[src/rtl/stream_packet_arbiter.sv]
// Packet-granular round-robin arbiter merging NUM_SRC AXI-Stream sources into one stream.
// A grant is held for a whole packet. Two mechanisms force a packet to end: a maximum
// packet length, and a stall watchdog that injects an abort beat.
//
// Ports:
//   clk, rst           single clock, synchronous active-high reset
//   src_ena            per-source grant enable (only consulted when choosing a new grant)
//   in_t*              packed source streams, source i at [i*DATA_WIDTH +: DATA_WIDTH]
//   out_t*             merged stream; out_tid = granted source, out_tabort = forced end
//   busy               high while a packet is in progress (PASS or ABORT)
//   pkt_count          packets completed per source, 16-bit wrapping
//   abort_count        forced terminations per source, 16-bit saturating
module stream_packet_arbiter #(
  parameter int unsigned           NUM_SRC       = 3,
  parameter int unsigned           DATA_WIDTH    = 64,
  parameter int unsigned           MAX_PKT_BEATS = 1024,
  parameter int unsigned           STALL_CYCLES  = 4096,
  parameter logic [DATA_WIDTH-1:0] ABORT_WORD    = 64'hDEAD_BEEF_DEAD_BEEF
) (
  input  logic                    clk,
  input  logic                    rst,
  input  logic [NUM_SRC-1:0]      src_ena,
  input  logic [NUM_SRC*DATA_WIDTH-1:0] in_tdata,
  input  logic [NUM_SRC-1:0]      in_tvalid,
  input  logic [NUM_SRC-1:0]      in_tlast,
  output logic [NUM_SRC-1:0]      in_tready,
  output logic [DATA_WIDTH-1:0]   out_tdata,
  output logic                    out_tvalid,
  output logic                    out_tlast,
  output logic [1:0]              out_tid,
  output logic                    out_tabort,
  input  logic                    out_tready,
  output logic                    busy,
  output logic [NUM_SRC*16-1:0]   pkt_count,
  output logic [NUM_SRC*16-1:0]   abort_count
);

  localparam int unsigned BeatW  = $clog2(MAX_PKT_BEATS);
  localparam int unsigned StallW = (STALL_CYCLES > 1) ? $clog2(STALL_CYCLES) : 1;
  localparam logic [BeatW-1:0]  LastBeat  = BeatW'(MAX_PKT_BEATS - 1);
  localparam logic [StallW-1:0] StallLast = StallW'(STALL_CYCLES - 1);

  typedef enum logic [1:0] {StIdle, StPass, StAbort} state_e;

  state_e                    state_q, state_d;
  logic [1:0]                grant_q, grant_d;
  logic [1:0]                rr_ptr_q, rr_ptr_d;
  logic [BeatW-1:0]          beat_q, beat_d;
  logic [StallW-1:0]         stall_q, stall_d;
  logic [NUM_SRC-1:0][15:0]  pkt_q, pkt_d;
  logic [NUM_SRC-1:0][15:0]  abort_q, abort_d;

  logic [DATA_WIDTH-1:0] src_data [NUM_SRC];

  for (genvar i = 0; i < NUM_SRC; i++) begin : g_unpack
    assign src_data[i] = in_tdata[i*DATA_WIDTH +: DATA_WIDTH];
  end

  // Round-robin search starting just after the last served source.
  logic [NUM_SRC-1:0] cand;
  logic               found;
  logic [1:0]         winner;
  logic [1:0]         idx;

  always_comb begin
    cand   = in_tvalid & src_ena;
    found  = 1'b0;
    winner = rr_ptr_q;
    idx    = '0;
    for (int unsigned k = 1; k <= NUM_SRC; k++) begin
      idx = 2'((32'(rr_ptr_q) + k) % NUM_SRC);
      if (!found && cand[idx]) begin
        found  = 1'b1;
        winner = idx;
      end
    end
  end

  logic at_limit;
  logic finish;
  logic finish_abort;

  always_comb begin
    state_d      = state_q;
    grant_d      = grant_q;
    rr_ptr_d     = rr_ptr_q;
    beat_d       = beat_q;
    stall_d      = stall_q;
    pkt_d        = pkt_q;
    abort_d      = abort_q;
    in_tready    = '0;
    out_tdata    = '0;
    out_tvalid   = 1'b0;
    out_tlast    = 1'b0;
    out_tabort   = 1'b0;
    out_tid      = '0;
    finish       = 1'b0;
    finish_abort = 1'b0;
    at_limit     = (beat_q == LastBeat);

    case (state_q)
      StIdle: begin
        if (found) begin
          grant_d = winner;
          beat_d  = '0;
          stall_d = '0;
          state_d = StPass;
        end
      end
      StPass: begin
        out_tdata          = src_data[grant_q];
        out_tvalid         = in_tvalid[grant_q];
        out_tid            = grant_q;
        in_tready[grant_q] = out_tready;
        out_tlast          = in_tlast[grant_q] | at_limit;
        out_tabort         = at_limit & ~in_tlast[grant_q];
        if (in_tvalid[grant_q]) begin
          // A valid source always clears the watchdog, even on its threshold cycle.
          stall_d = '0;
          if (out_tready) begin
            if (out_tlast) begin
              finish       = 1'b1;
              finish_abort = out_tabort;
            end else begin
              beat_d = beat_q + BeatW'(1);
            end
          end
        end else if (beat_q != '0) begin
          if (stall_q == StallLast) begin
            stall_d = '0;
            state_d = StAbort;
          end else begin
            stall_d = stall_q + StallW'(1);
          end
        end
      end
      StAbort: begin
        out_tdata  = ABORT_WORD;
        out_tvalid = 1'b1;
        out_tlast  = 1'b1;
        out_tabort = 1'b1;
        out_tid    = grant_q;
        if (out_tready) begin
          finish       = 1'b1;
          finish_abort = 1'b1;
        end
      end
      default: state_d = StIdle;
    endcase

    if (finish) begin
      pkt_d[grant_q] = pkt_q[grant_q] + 16'd1;
      if (finish_abort && abort_q[grant_q] != 16'hFFFF) begin
        abort_d[grant_q] = abort_q[grant_q] + 16'd1;
      end
      rr_ptr_d = grant_q;
      beat_d   = '0;
      stall_d  = '0;
      state_d  = StIdle;
    end
  end

  always_ff @(posedge clk) begin
    if (rst) begin
      state_q  <= StIdle;
      grant_q  <= '0;
      rr_ptr_q <= 2'(NUM_SRC - 1);
      beat_q   <= '0;
      stall_q  <= '0;
      pkt_q    <= '0;
      abort_q  <= '0;
    end else begin
      state_q  <= state_d;
      grant_q  <= grant_d;
      rr_ptr_q <= rr_ptr_d;
      beat_q   <= beat_d;
      stall_q  <= stall_d;
      pkt_q    <= pkt_d;
      abort_q  <= abort_d;
    end
  end

  assign busy        = (state_q != StIdle);
  assign pkt_count   = pkt_q;
  assign abort_count = abort_q;

endmodule

[config.mk]
export PLATFORM = sky130hd
export DESIGN_NAME = stream_packet_arbiter
export DESIGN_NICKNAME = d
export VERILOG_FILES = /design/src/rtl/stream_packet_arbiter.sv
export SDC_FILE = /design/constraint.sdc
export NUM_CORES = 1
export LEC_CHECK = 0
export BUFFER_PORTS_ARGS = -buffer_cell sky130_fd_sc_hd__clkbuf_2
export CAP_MARGIN = 20
export CORE_AREA = 2 2 146 148
export DETAILED_ROUTE_END_ITERATION = 6
export DIE_AREA = 0 0 148 150
export PLACE_DENSITY = 0.8
export SYNTH_ARGS = -nofsm -noshare
export SYNTH_HDL_FRONTEND = slang
export SYNTH_SLANG_ARGS = --single-unit
[constraint.sdc]
create_clock -name clk -period 2.65 [get_ports clk]
set_clock_uncertainty 0.1 [all_clocks]
set_input_delay 0.3975 -clock clk [delete_from_list [all_inputs] [get_ports clk]]
set_output_delay 0.3975 -clock clk [all_outputs]
set_load 0.005 [all_outputs]
==> results.json, run 1 <==
{
  "cts_root_buffer": "clkbuf_16",
  "antenna_found_initial": 1,
  "num_io_pins": 373,
  "synth_seq_cells": 124,
  "ys_seq_area_frac": 0.2938,
  "fin_nets": 1800,
  "synth_top_cell_by_area": "dfxtp_1",
  "synth_top_area_frac": 0.2938,
  "grt_overflow": 0,
  "die-area_um2": 22200,
  "period_share": 1.056,
  "outcome": "finished with violations",
  "area_growth_pct": 55.88,
  "setup-violations-final": 59,
  "hp-start": "rst",
  "p_int_uw": 4409,
  "power.share.clock": 0.380,
  "fp.dieW_um": 148,
  "final_cells": 1873,
  "async_flop_share": 0,
  "timing.rr.start": "grant_q[1]",
  "maxSlewViolCount": 0,
  "totalPowerFinal_uw": 6622,
  "core_um2": 20690,
  "powerDensity_nw_per_um2": 502.9,
  "drcViolationCount": 1,
  "synth_fp_nets": 1331,
  "power.leakage_uw": 0.006007,
  "routedWlPerCell_um": 19.81,
  "path_max_fanout": 7,
  "post-dp-hpwl_um": 22970,
  "initial_core_util": 0.4083,
  "place.gp.congestion": 0.8846,
  "fmax_mhz": 357.4,
  "critPathRequiredTime_ns": 2.92,
  "dr_total_vias": 10960,
  "violations": "DRC, setup timing",
  "cts_hold_repair.buffers": 0,
  "vias_per_cell": 5.851,
  "grt_max_degree": 65,
  "ir_drop_mv": 0.5401,
  "rows": 53,
  "fin_ws_ns": -0.1479,
  "synth_edf_count": 0,
  "worstSetupEndpointType": "flip-flop",
  "layout_common_cells": "334 x clkbuf_2, 164 x nor2_1, 121 x dfxtp_1",
  "yosys_warnings": 0,
  "rsz0062_at_grt": "true",
  "final_common_cell": "clkbuf_2",
  "clockBufferDepth": 2,
  "finish.utilization": 0.6365,
  "insertion_delay_ns": 0.43,
  "switching_power_uw": 2213,
  "final_hold_viol_count": 0,
  "design_area_um2": 13170,
  "numClockSinks": 124,
  "hold_class": "in -> reg",
  "tightest_slew_ns": 0.6899,
  "place_area_um2": 11080,
  "die_h_um": 150,
  "slew_headroom": 0.5386,
  "synthesis.area_um2": 8448,
  "critPathLaunchType": "flip-flop",
  "synthTopCellsByArea": "dfxtp_1 29%, mux2i_1 13%, nor2_1 7.5%, a21oi_1 7.2%, nand2_1 5.4%",
  "ctsHtreeMaxLevel": 4,
  "io_buffers": 372,
  "syn_avg_cell_area_um2": 7.570,
  "dr.pass1.iters": 7,
  "ys_types": 72,
  "cts_made_buffers": 17,
  "path_clk_slew_ns": 0.06,
  "path_class": "reg -> reg",
  "wl_um": 37100,
  "pwr-share-comb": 0.330,
  "cap_violations": 0,
  "ant_nets": 0,
  "syn_inst": 1116,
  "grt_usage": 0.2723,
  "cts_tree": "built",
  "seqPwrFrac": 0.290,
  "startpoint": "grant_q[1]",
  "ys.flop_type": "dfxtp_1",
  "antenna_cells": 0,
  "swShare": 0.3342,
  "drt-initial-drc-count": 1047,
  "min_period_ns": 2.798,
  "drive_gt1_frac": 0.4393,
  "grt_pass1_vias": 9582,
  "placed_cells": 1781,
  "grt_pass1_wl_um": 49060,
  "crit_arrival_ns": 3.07
}
[final timing paths]
path                      to  slack, ns  depth (start not counted)
max          abort_count[42]      -0.15                         11
min           abort_count[0]       0.27                          2
max reg2reg  abort_count[42]      -0.15                         11
min reg2reg  abort_count[20]       0.38                          2
[flip-flops by register name (all words and copies together) (netlist names)]
register,flops
abort_count,48
pkt_count,48
stall_q,12
beat_q,10
grant_q,2
rr_ptr_q,2
state_q,2
[metal layers]
layer  global-route usage  up-vias  wire [um]  part of all wire
li1                     -     4902          -                 -
met1               0.3306     5142      13970              0.38
met2               0.4539      741      17620              0.47
met3              0.08994      172       4069              0.11
met4              0.09190        2       1411             0.038
met5                    0        -         34           0.00092
[per-stage QoR]
step	hold WS [ns]	setup TNS, ns	worst slack [ns]
finish	0.2735	-3.198	-0.1479
global route	0.2609	-11.78	-0.2274
CTS	0.2556	-0.8660	-0.1277
detailed placement	0.3669	-3.554	-0.1664
global placement	0.3572	-0.4623	-0.06470
floorplan	0.3531	0	0.03945
[worst max-delay path, stage by stage (launching register included)]
cell and delay, ns:
dfxtp_4 0.36, buf_12 0.14, buf_8 0.13, buf_6 0.11, mux2i_2 0.14, o22ai_2 0.24
nand2_2 0.14, or4b_4 0.58, o211ai_4 0.36, buf_12 0.19, and3_1 0.16, a21o_1 0.08
[logic make-up after synthesis]
kind of cell / after synthesis / synth area share
AO/OA/AOI/OAI: 299 / 0.2239
XOR/XNOR: 37 / 0.03836
AND/OR/NAND/NOR: 429 / 0.2343
flip-flops: 124 / 0.2938
adder cells (fa/ha/maj): 12 / 0.01748
buffers and inverters: 102 / 0.05820
multiplexers: 113 / 0.1339
[final cells by class]
type                       count  area (um2)
inverter                      17       63.81
sequential                   124        2491
clock buffer                  17       425.4
fill                        1561        7521
tap                          275       344.1
multi-input combinational    890        6116
clock inverter                15       202.7
timing repair buffer         535        3526
[cells in the mapped netlist (all sizes together), types with 4 or more instances]
cell type / instances
o21ai: 80
nand2: 125
o31ai: 18
and3: 16
a31oi: 4
and2: 9
nand4: 12
nand3: 49
o211ai: 4
ha: 11
a211oi: 5
nor3: 14
o22ai: 17
nor4: 10
inv: 17
o2bb2ai: 15
a21o: 9
nor2: 168
nor2b: 5
buf: 35
clkbuf: 50
a21oi: 123
xor2: 15
o21a: 4
dfxtp: 124
xnor2: 22
mux2i: 113
[power groups by stage]
stage                     clock, uW  combinational [uW]  sequential [uW]
after global routing           2610                2320             1930
after global placement            0                1680             1980
after detailed placement          0                1710             1990
after CTS                      2520                1890             1920
final                          2520                2180             1920
after floorplan                   0                1100             1950
[repair_timing]
action	in CTS	in global routing
pin swaps	9	70
buffers inserted	21	31
cloned	3	6
resized for setup	47	206
setup endpoints to repair	133	154
No activity file was read; power rests on OpenSTA's default activity.
==> run 2: changes to the inputs <==
==> constraint.sdc (replaced) <==
create_clock -name clk -period 2.65 [get_ports clk]
set_clock_uncertainty 0.1 [all_clocks]
set_input_delay 0.1325 -clock clk [delete_from_list [all_inputs] [get_ports clk]]
set_output_delay 0.1325 -clock clk [all_outputs]
set_load 0.005 [all_outputs]
==> results.json, run 2 (synthesized netlist as in run 1, its figures left out) <==
{
  "initial_core_util": 0.4083,
  "r2r_cells": 11,
  "period_share": 1.029,
  "hold_class": "in -> reg",
  "num_io_pins": 373,
  "insertion_delay_ns": 0.42,
  "grt_pass1_vias": 9199,
  "vias_per_cell": 5.620,
  "totalPowerFinal_uw": 6074,
  "die-area_um2": 22200,
  "slew_headroom": 0.6364,
  "path_clk_slew_ns": 0.06,
  "rows": 53,
  "final_hold_viol_count": 0,
  "antenna_cells": 0,
  "fp.dieW_um": 148,
  "routedWlPerCell_um": 17.93,
  "io_buffers": 372,
  "drcViolationCount": 0,
  "num-fill-cells": 1704,
  "fmax_mhz": 366.8,
  "post-dp-hpwl_um": 22470,
  "worstSetupEndpointType": "flip-flop",
  "cts_tree": "built",
  "dr_total_vias": 10300,
  "antenna_found_initial": 0,
  "cts_made_buffers": 17,
  "fin_nets": 1760,
  "setup-violations-final": 17,
  "crit_buf_inv": 4,
  "slowest_delay_ns": 0.42,
  "cp_slowest_cell": "dfxtp_4",
  "crit_family": "compound AO/OA/AOI/OAI gates",
  "cap_violations": 0,
  "dr.pass1.iters": 5,
  "layout_common_cells": "372 x clkbuf_2, 165 x nor2_1, 122 x dfxtp_1",
  "cp_common_cell": "buf_6",
  "switching_power_uw": 1971,
  "min_period_ns": 2.726,
  "crit_arrival_ns": 2.99,
  "maxSlewViolCount": 0,
  "critPathRequiredTime_ns": 2.92,
  "ctsHtreeMaxLevel": 4,
  "numClockSinks": 124,
  "drive_gt1_frac": 0.3870,
  "tightest_slew_ns": 0.5455,
  "grt_overflow": 0,
  "cp_cell_sequence": "buf_8 -> buf_12 -> mux2i_1 -> o22ai_2 -> nand3_4 -> buf_6 -> or3_4 -> o211ai_4 -> buf_6 -> and3_1 -> a21o_1",
  "violations": "setup timing",
  "outcome": "finished with violations",
  "path_class": "reg -> reg",
  "core_um2": 20690,
  "hold_path_depth": 4,
  "clockBufferDepth": 2,
  "path_depth": 11,
  "fin_ws_ns": -0.07613,
  "finish.utilization": 0.5914,
  "area_growth_pct": 44.83,
  "placed_cells": 1767,
  "p_int_uw": 4103,
  "grt_usage": 0.2561,
  "path_max_fanout": 12,
  "pwr-share-comb": 0.303,
  "power.leakage_uw": 0.005550,
  "cts_root_buffer": "clkbuf_16",
  "grt_max_degree": 65,
  "ant_nets": 0,
  "critPathLaunchType": "flip-flop",
  "die_h_um": 150,
  "swShare": 0.3245,
  "place.gp.congestion": 0.8966,
  "final_common_cell": "clkbuf_2",
  "power.share.clock": 0.379,
  "cts_hold_repair.buffers": 0,
  "grt_pass1_wl_um": 46220,
  "drt-initial-drc-count": 806,
  "ir_drop_mv": 0.4769,
  "final_cells": 1833,
  "wl_um": 32870,
  "seqPwrFrac": 0.318,
  "rsz0062_at_grt": "true",
  "dp_slack_ns": -0.1798,
  "powerDensity_nw_per_um2": 496.4
}
-- run 2: changes by cell type in the layout (fill, tap and decap cells not counted), moves of 21 or more --
cell      before  now
o21ai_0       25   72
o21ai_1       50    6
clkbuf_2     334  372
buf_2         36    0
a21oi_1       85  115
a21oi_2       37    8
buf_4        119   98
-- run 2: layer usage --
layer,track usage,part of all wire,up-vias
met1,0.3171,0.39,4820
met2,0.4188,0.48,568
met4,0.08952,0.028,0
met5,0,0,-
li1,-,-,4825
met3,0.08354,0.098,89
-- run 2: power by group through the flow --
stage | Clock [uW] | Sequential (uW) | Combinational, uW
2_1_floorplan | 0 | 1950 | 1100
3_3_place_gp | 0 | 1980 | 1650
3_5_place_dp | 0 | 1980 | 1680
4_1_cts | 2310 | 1940 | 1720
5_1_grt | 2400 | 1940 | 1990
6_report | 2300 | 1930 | 1840
-- run 2: area by class of cell --
class,instances,area [um2],share of cell area
well taps,275,344.1,0.02812
inverters,17,63.81,0.005215
multi-input cells,890,5784,0.4727
clock inverters,13,142.6,0.01166
repair buffers,495,2978,0.2434
flip-flops and latches,124,2490,0.2035
clock buffers,19,432.9,0.03538
-- run 2: worst register-to-register path, cell delays in order (launching register included) --
cell and delay, ns:
dfxtp_4 0.42, buf_8 0.16, buf_12 0.17, mux2i_1 0.10
o22ai_2 0.30, nand3_4 0.13, buf_6 0.16, or3_4 0.37
o211ai_4 0.35, buf_6 0.17, and3_1 0.17, a21o_1 0.09
-- run 2: repair_timing --
| action | in CTS | in global routing |
|---|---|---|
| setup endpoints to repair | 64 | 100 |
| gates cloned | 0 | 1 |
| setup buffers | 7 | 27 |
| resized for setup | 11 | 65 |
| pin swaps | 2 | 21 |
-- run 2: through the flow --
step	cell area, um2	TNS (ns)	hold slack [ns]
2_1_floorplan	8453	0	0.2285
3_5_place_dp	10970	-2.027	0.3668
4_1_cts	11650	-0.0001856	0.1231
6_report	12240	-0.4476	0.1394
3_3_place_gp	10970	-0.2154	0.3563
5_1_grt	12240	-2.542	0.1690
-- run 2: final timing paths --
kind	startpoint	to	slack, ns
setup / recovery	grant_q[1]	abort_count[26]	-0.08
hold / removal	rst	rr_ptr_q[1]	0.14
setup reg to reg	grant_q[1]	abort_count[26]	-0.08
hold reg to reg	abort_count[37]	abort_count[37]	0.38
